File: src/rtl/mem_arb_pkg.sv
// Shared types and address-map helpers for the two-port Memory arbiter.
package mem_arb_pkg;

  typedef enum logic [2:0] {
    StIdle,
    StIssue,
    StWait,
    StErr,
    StDrain
  } arb_state_e;

  localparam logic PORT_IFETCH = 1'b0;
  localparam logic PORT_DATA   = 1'b1;

  localparam logic [10:0] REGION_SRAM = 11'h0;
  localparam logic [10:0] REGION_SD   = 11'h1;

  // Only the SRAM and SD-window regions are backed by Memory.
  function automatic logic is_mapped(input logic [31:0] addr);
    return (addr[31:21] == REGION_SRAM) || (addr[31:21] == REGION_SD);
  endfunction

endpackage

File: src/rtl/mem_arb_rr.sv
// Two-way round-robin picker; the last-grant history lives in the parent.
module mem_arb_rr
  import mem_arb_pkg::*;
(
  input  logic [1:0] eligible,
  input  logic       last_grant,
  output logic       grant_valid,
  output logic       grant_port
);

  always_comb begin
    grant_valid = |eligible;
    grant_port  = PORT_IFETCH;
    if (&eligible) begin
      grant_port = ~last_grant;
    end else if (eligible[PORT_DATA]) begin
      grant_port = PORT_DATA;
    end
  end

endmodule

File: src/rtl/mem_arbiter.sv
// Round-robin arbiter sharing the byte-wide Memory port between instruction
// fetch (port 0) and load/store (port 1), with local decode and timeout abort.
module mem_arbiter
  import mem_arb_pkg::*;
#(
  parameter int unsigned TIMEOUT = 1024,
  parameter int unsigned CNT_W   = 16
) (
  input  logic        clk,
  input  logic        reset_n,
  input  logic        p0_req,
  input  logic        p0_we,
  input  logic [31:0] p0_addr,
  input  logic [7:0]  p0_wdata,
  output logic [7:0]  p0_rdata,
  output logic        p0_ack,
  output logic        p0_err,
  input  logic        p1_req,
  input  logic        p1_we,
  input  logic [31:0] p1_addr,
  input  logic [7:0]  p1_wdata,
  output logic [7:0]  p1_rdata,
  output logic        p1_ack,
  output logic        p1_err,
  output logic [31:0] mem_addr,
  output logic [7:0]  mem_in_data,
  input  logic [7:0]  mem_out_data,
  output logic        mem_sig_read,
  output logic        mem_sig_write,
  input  logic        mem_ready
);

  arb_state_e       state_q, state_d;
  logic             last_grant_q, last_grant_d;
  logic             gnt_q, gnt_d;
  logic [CNT_W-1:0] cnt_q, cnt_d;
  logic [1:0]       ack_q, ack_d;
  logic [1:0]       err_q, err_d;
  logic             sig_read_q, sig_read_d;
  logic             sig_write_q, sig_write_d;
  logic [7:0]       p0_rdata_q, p0_rdata_d;
  logic [7:0]       p1_rdata_q, p1_rdata_d;
  logic [31:0]      mem_addr_q, mem_addr_d;
  logic [7:0]       mem_in_data_q, mem_in_data_d;

  logic [1:0]  eligible;
  logic        grant_valid;
  logic        grant_port;
  logic [31:0] sel_addr;
  logic [7:0]  sel_wdata;
  logic        sel_we;

  // A port whose ack is high is dropping req; keep it out of this cycle's pick.
  assign eligible = {p1_req & ~ack_q[PORT_DATA], p0_req & ~ack_q[PORT_IFETCH]};

  mem_arb_rr u_rr (
    .eligible    (eligible),
    .last_grant  (last_grant_q),
    .grant_valid (grant_valid),
    .grant_port  (grant_port)
  );

  assign sel_addr  = (grant_port == PORT_DATA) ? p1_addr  : p0_addr;
  assign sel_wdata = (grant_port == PORT_DATA) ? p1_wdata : p0_wdata;
  assign sel_we    = (grant_port == PORT_DATA) ? p1_we    : p0_we;

  always_comb begin
    state_d       = state_q;
    last_grant_d  = last_grant_q;
    gnt_d         = gnt_q;
    cnt_d         = cnt_q;
    ack_d         = '0;
    err_d         = '0;
    sig_read_d    = 1'b0;
    sig_write_d   = 1'b0;
    p0_rdata_d    = p0_rdata_q;
    p1_rdata_d    = p1_rdata_q;
    mem_addr_d    = mem_addr_q;
    mem_in_data_d = mem_in_data_q;

    unique case (state_q)
      StIdle: begin
        if (mem_ready && grant_valid) begin
          gnt_d         = grant_port;
          last_grant_d  = grant_port;
          mem_addr_d    = sel_addr;
          mem_in_data_d = sel_wdata;
          if (is_mapped(sel_addr)) begin
            sig_read_d  = ~sel_we;
            sig_write_d = sel_we;
            state_d     = StIssue;
          end else begin
            state_d = StErr;
          end
        end
      end
      StIssue: begin
        cnt_d   = '0;
        state_d = StWait;
      end
      StWait: begin
        if (mem_ready) begin
          ack_d[gnt_q] = 1'b1;
          if (gnt_q == PORT_DATA) p1_rdata_d = mem_out_data;
          else                    p0_rdata_d = mem_out_data;
          state_d = StIdle;
        end else if (cnt_q == CNT_W'(TIMEOUT - 1)) begin
          ack_d[gnt_q] = 1'b1;
          err_d[gnt_q] = 1'b1;
          state_d      = StDrain;
        end else begin
          cnt_d = cnt_q + 1'b1;
        end
      end
      StErr: begin
        ack_d[gnt_q] = 1'b1;
        err_d[gnt_q] = 1'b1;
        if (gnt_q == PORT_DATA) p1_rdata_d = 8'h00;
        else                    p0_rdata_d = 8'h00;
        state_d = StIdle;
      end
      StDrain: begin
        // The aborted access is still in flight inside Memory; let it finish.
        if (mem_ready) state_d = StIdle;
      end
      default: state_d = StIdle;
    endcase
  end

  always_ff @(posedge clk) begin
    if (!reset_n) begin
      state_q       <= StIdle;
      last_grant_q  <= PORT_DATA;
      gnt_q         <= PORT_IFETCH;
      cnt_q         <= '0;
      ack_q         <= '0;
      err_q         <= '0;
      sig_read_q    <= 1'b0;
      sig_write_q   <= 1'b0;
      p0_rdata_q    <= 8'h00;
      p1_rdata_q    <= 8'h00;
      mem_addr_q    <= 32'h0;
      mem_in_data_q <= 8'h00;
    end else begin
      state_q       <= state_d;
      last_grant_q  <= last_grant_d;
      gnt_q         <= gnt_d;
      cnt_q         <= cnt_d;
      ack_q         <= ack_d;
      err_q         <= err_d;
      sig_read_q    <= sig_read_d;
      sig_write_q   <= sig_write_d;
      p0_rdata_q    <= p0_rdata_d;
      p1_rdata_q    <= p1_rdata_d;
      mem_addr_q    <= mem_addr_d;
      mem_in_data_q <= mem_in_data_d;
    end
  end

  assign p0_ack        = ack_q[PORT_IFETCH];
  assign p0_err        = err_q[PORT_IFETCH];
  assign p0_rdata      = p0_rdata_q;
  assign p1_ack        = ack_q[PORT_DATA];
  assign p1_err        = err_q[PORT_DATA];
  assign p1_rdata      = p1_rdata_q;
  assign mem_addr      = mem_addr_q;
  assign mem_in_data   = mem_in_data_q;
  assign mem_sig_read  = sig_read_q;
  assign mem_sig_write = sig_write_q;

endmodule

File: config.mk
export PLATFORM = sky130hd
export DESIGN_NAME = mem_arbiter
export DESIGN_NICKNAME = d
export VERILOG_FILES = /design/src/rtl/mem_arb_pkg.sv /design/src/rtl/mem_arb_rr.sv /design/src/rtl/mem_arbiter.sv
export SDC_FILE = /design/constraint.sdc
export NUM_CORES = 1
export LEC_CHECK = 0
export ABC_AREA = 1
export CAP_MARGIN = 30
export CORE_ASPECT_RATIO = 0.5
export CORE_MARGIN = 2
export CORE_UTILIZATION = 45
export CTS_CLUSTER_SIZE = 12
export DETAILED_ROUTE_END_ITERATION = 8
export PLACE_DENSITY = 0.82
export SYNTH_ARGS = -nofsm -noshare
export SYNTH_HDL_FRONTEND = slang
export SYNTH_SLANG_ARGS = --single-unit
File: constraint.sdc
create_clock -name clk -period 3.6 [get_ports clk]
set_input_delay 0.36 -clock clk [delete_from_list [all_inputs] [get_ports clk]]
set_output_delay 0.36 -clock clk [all_outputs]
set_load 0.005 [all_outputs]
# Word level (Yosys, flattened, before mapping)

Index checks and enable logic that the tools add are counted.

Add/subtract/negate cells: 1
Order comparisons: 2
Equality and inequality tests: 16
Mux-type cells: 29
Bitwise logic cells: 6
Reductions and logical operators: 15

Operator list:

| cell                                                  | number |
|---|---|
| 2-to-1 mux 8 bit                                      | 7 |
| 2-to-1 mux 16 bit                                     | 2 |
| 2-to-1 mux 32 bit                                     | 1 |
| one-hot mux 16 bit (2 select lines)                   | 1 |
| one-hot mux 8 bit (2 select lines)                    | 2 |
| != test 2 bit, second input constant                  | 9 |
| adder 16 x 1 -> 16 bit, second input constant         | 1 |
| equality test 16 x 10 -> 1 bit, second input constant | 1 |
| 2-to-1 mux 3 bit                                      | 4 |
| one-hot mux 3 bit (4 select lines)                    | 1 |
| AND reduction 4 bit                                   | 3 |
| equality test 11 x 1 -> 1 bit, second input constant  | 1 |
| logical NOT 11 bit                                    | 1 |
| 2-to-1 mux 2 bit                                      | 4 |
| one-hot mux 2 bit (2 select lines)                    | 2 |
| equality test 3 x 2 -> 1 bit, second input constant   | 2 |
| AND reduction 3 bit                                   | 2 |
| 2-to-1 mux 1 bit                                      | 4 |
| inverter 1 bit                                        | 4 |
| AND reduction 2 bit                                   | 2 |
| nonzero test 2 bit                                    | 2 |
| equality test 3 x 1 -> 1 bit, second input constant   | 1 |
| equality test 3 bit, second input constant            | 1 |
| logical NOT 3 bit                                     | 1 |
| other kinds (8)                                       | 10 |

Flip-flop bits (word level): 83
Bits of input ports: 95
Output and inout bits: 62
Word-level logic and storage cells: 81

# Depth between registers and ports, before layout

Depth in word-level cells: 10
Depth in mapped cells: 13
Mapped depth without buffers: 12

# By module

Synthesis repeated with hierarchy kept, for this count alone.

Cell total of the unflattened synthesis: 532
Area, all modules: 3895.0 µm²

Modules (own cells, without submodules):

| module      | times used | cells an instance | area each (µm²) | sequential area each (µm²) |
|---|---|---|---|---|
| mem_arbiter | 1          | 529               | 3880.0          | 1661.6 |
| mem_arb_rr  | 1          | 3                 | 15.0            | 0.0 |

# Least setup slack after synthesis

Ideal clock, no wire load.

Kind: reg2reg
Start: reg cnt_q[0]
End: reg cnt_q[10]
Setup time: 0.141 ns
Arrival: 1.449 ns
Setup slack: 2.010 ns
Stages on the path, launching flop included: 14
Buffers on the path: 1
Clock period less this slack: 1.590 ns
Cells stage by stage: dfxtp_1 ha_1 nand2_1 inv_1 nand2_2 nor2_4 nand2_4 nand2_4 nand2_4 nand2_4 inv_2 buf_6 nand2_1 a21oi_2

Cells in the longest elaborated chain, start to end: 4
Elaborated cells between the ends (all ways): 7

RTL lines:

| element                             | line               | RTL |
|---|---|---|
| start, declared                     | mem_arbiter.sv:36  | `logic [CNT_W-1:0] cnt_q, cnt_d;` |
| start signal, assigned              | mem_arbiter.sv:148 | `cnt_q <= cnt_d;` |
| adder 16 x 1 -> 16 bit              | mem_arbiter.sv:112 | `cnt_d = cnt_q + 1'b1;` |
| 2-to-1 mux 16 bit                   | mem_arbiter.sv:107 | `end else if (cnt_q == CNT_W'(TIMEOUT - 1)) begin` |
| 2-to-1 mux 16 bit                   | mem_arbiter.sv:102 | `if (mem_ready) begin` |
| one-hot mux 16 bit (2 select lines) | mem_arbiter.sv:81  | `unique case (state_q)` |

Several ways; a longest one is shown, not always the timed one. The select of a mux whose other input is x is not followed.
A chain may end at the register's enable or synchronous reset.

# Worst setup path after layout

Start: in p1_req
End: reg mem_addr_q[28] (netlist: mem_addr[28])

Cells in the longest elaborated chain, start to end: 4
Elaborated cells between the ends (all ways): 8

RTL lines:

| element                                                         | line                                | RTL |
|---|---|---|
| start, declared                                                 | mem_arbiter.sv:18                   | `input logic p1_req,` |
| AND 1 bit *                                                     | mem_arbiter.sv:54                   | `assign eligible = {p1_req & ~ack_q[PORT_DATA], p0_req & ~ack_q[PORT_IFETCH]};` |
| 2-to-1 mux 1 bit, or another cell as far along                  | mem_arb_rr.sv:16                    | `end else if (eligible[PORT_DATA]) begin` |
| 2-to-1 mux 1 bit / logical AND 1 bit (equally long branches)    | mem_arb_rr.sv:14, mem_arbiter.sv:83 |  |
| 2-to-1 mux 32 bit / AND reduction 2 bit (equally long branches) | -                                   |  |
| end signal, assigned                                            | mem_arbiter.sv:155                  | `mem_addr_q <= mem_addr_d;` |
| end, declared                                                   | mem_arbiter.sv:43                   | `logic [31:0] mem_addr_q, mem_addr_d;` |

Mark *: on every way between the ends. The rest lies on a longest branch, timed or not.

==> run metrics <==
Final min period=2.20 ns; CP Launch Type=primary input; RSZ-0062 raised after global routing=no; largest net degree at the start of global routing=60; Die ar.=9540 sq um; vias in the first global route=3,957; # DRC=0; non-filler cells, final=819; measured slew at the worst slew-check pin=0.850 ns; first-pass GRT wire length=18,600 um; final wirelength=11,500 um; Slew HR=0.432; slowest stage delay, CP=0.46 ns; H-tree depth=3; Placed Cells=804; Largest delay share family, worst path=buffers and inverters; top cells by area, synth=dfxtp_1 (42%), a21oi_1 (11%), nand2_1 (11%); Rows=24; Hold Crit Class=register to register; Post-CTS Setup Inserts=0; Antenna diodes=0; WS Path Type=primary input to register; post-route setup slack=1.40 ns; Lkg Pwr=2.32 nW; top cell type's share of synthesized area=0.423; cell taking the most area after synthesis=dfxtp_1; Final Wtd Congestion=0.862; Synth Register Bits=83; Layout area overhead=48.4%; DP HPWL=8010 um; setup_tns=0 ns; PD cells=560 nW/um^2; IO Pins=157; Max Root-Sink Buffers=2; clk_lat worst skew=0.33 ns; TritonCTS buffer count=9; Mapped Cells=554; initial antenna violation count=0; ys flop type=dfxtp_1; slowest stage cell, crit path=clkdlybuf4s50_1; Worst Path Required=3.86 ns; synth cell count leaders=nand2_1 (113), a21oi_1 (89), dfxtp_1 (83); grt total ovfl=0; port bufs=156; Syn Area/Cell=7.09 sq um; Arrival @ worst endpoint=2.46 ns; design area=5830 sq um; asr flop ratio synth=0; starting density of the core=0.457; chip height=70.1 um; max-cap violation count=0; CTS tree=yes; routed length per placed instance=14.1 um; Cell Area, Placed=5530 sq um; Fin Clk Skew=0.00676 ns; nets=794; cell with the most instances after synthesis=nand2_1; Post-CTS Hold Buffers=0; count of cell types in the netlist=30; die width=136 um; Place WS=1.09 ns; synth warn=0; Crit Path Max Fanout=38; sequential share of the synthesized area=0.423; DRT iter0 DRCs=254; Post-Syn Area=3930 sq um; Core Area=8590 sq um; Slew Limit Fails=0; clk root buf=clkbuf_16; syn_nets=650; crit path capture type=register; fmax=0.454 GHz; endpoints failing setup=0; Layout Utilization=0.679; final worst-path cycle share=0.612; vias per cell=5.06; endpoints failing hold=0; status=complete, no violations; critical-path cell list=clkdlybuf4s50_1, inv_1, o21ai_0, nand3_2, buf_4, inv_1, buf_4, o21ai_0, a21oi_1; GRT Total Usage=0.245; Peak VDD IR=371 uV; Crit path buffers/inverters=5; Worst-path clk slew=0.06 ns; vias=4,148; drt first pass iters=4; post-CTS sizing=0; post-route ant nets=0; share of post-route cells with drive strength above 1=0.0769; number of flops mapped to enable cells by yosys=0; CTS sink count=83
area by class of cell:
type	count	area [sq um]
Sequential cell	83	1660
Timing Repair Buffer	161	1600
Inverter	47	176
Clock inverter	2	35.0
Fill cell	722	2760
Multi-Input combinational cell	396	1950
Tap cell	117	146
Clock buffer	13	260
metal layers:
layer | GRT usage | part of all wire
met5 | 0 | 0
met2 | 0.429 | 0.51
met4 | 0.0706 | 0.015
met3 | 0.0755 | 0.062
met1 | 0.289 | 0.41
final timing paths:
kind                             startpoint                   endpoint  slack (ns)  depth (start not counted)
setup reg to reg    state_q[1]$_SDFFE_PN0P_  mem_addr[28]$_SDFFE_PN0P_        1.52                          9
setup / recovery                     p1_req  mem_addr[28]$_SDFFE_PN0P_        1.40                          9
hold reg to reg   mem_addr[21]$_SDFFE_PN0P_  mem_addr[21]$_SDFFE_PN0P_        0.48                          2
hold / removal    mem_addr[21]$_SDFFE_PN0P_  mem_addr[21]$_SDFFE_PN0P_        0.48                          2
stage by stage:
stage,hold WS (ns),power [mW]
after floorplan,0.458,1.83
after global placement,0.456,2.32
after detailed placement,0.469,2.34
after CTS,0.480,3.27
after global routing,0.496,3.45
final,0.477,3.27
logic make-up after synthesis:
group	after synthesis	synth area share
fa+ha+maj	1	0.00318
buf+inv	75	0.0806
mux	1	0.00255
simple gates	223	0.255
flops	83	0.423
xor+xnor	8	0.0178
compound gates	163	0.218
registers in the layout, indices dropped and copies added, names as in the netlist:
signal         flops
err_q              2
p0_rdata           8
ack_q              2
mem_in_data        8
mem_sig_write      1
cnt_q             16
mem_addr          32
state_q            3
gnt_q              1
last_grant_q       1
p1_rdata           8
mem_sig_read       1
tightest hold or removal path, delay by kind of cell (launching register included):
| kind | cells | cell delay (ns) |
|---|---|---|
| flops | 1 | 0.31 |
| simple gates | 1 | 0.06 |
| compound gates | 1 | 0.06 |
layout by cell type, fill, tap and decap left out, drive strengths merged:
cell / instances
clkdlybuf4s50: 156
a311oi: 1
nand3b: 7
nand4: 5
a31oi: 2
mux2i: 1
clkinv: 1
nor3: 7
clkbuf: 13
nand3: 17
o21ai: 62
dfxtp: 83
ha: 1
bufinv: 1
a21oi: 98
nor2: 57
nand2: 129
nor3b: 1
xor2: 6
inv: 47
xnor2: 2
buf: 5
power by group:
group / internal, mW / total [mW] / leakage (nW) / switching (mW)
Sequential: 1.10 / 1.19 / 0.678 / 0.0967
Clock: 0.571 / 0.929 / 0.146 / 0.358
Combinational: 0.532 / 1.14 / 1.50 / 0.610
Total: 2.20 / 3.27 / 2.32 / 1.06
(Power assumes the default switching activity.)
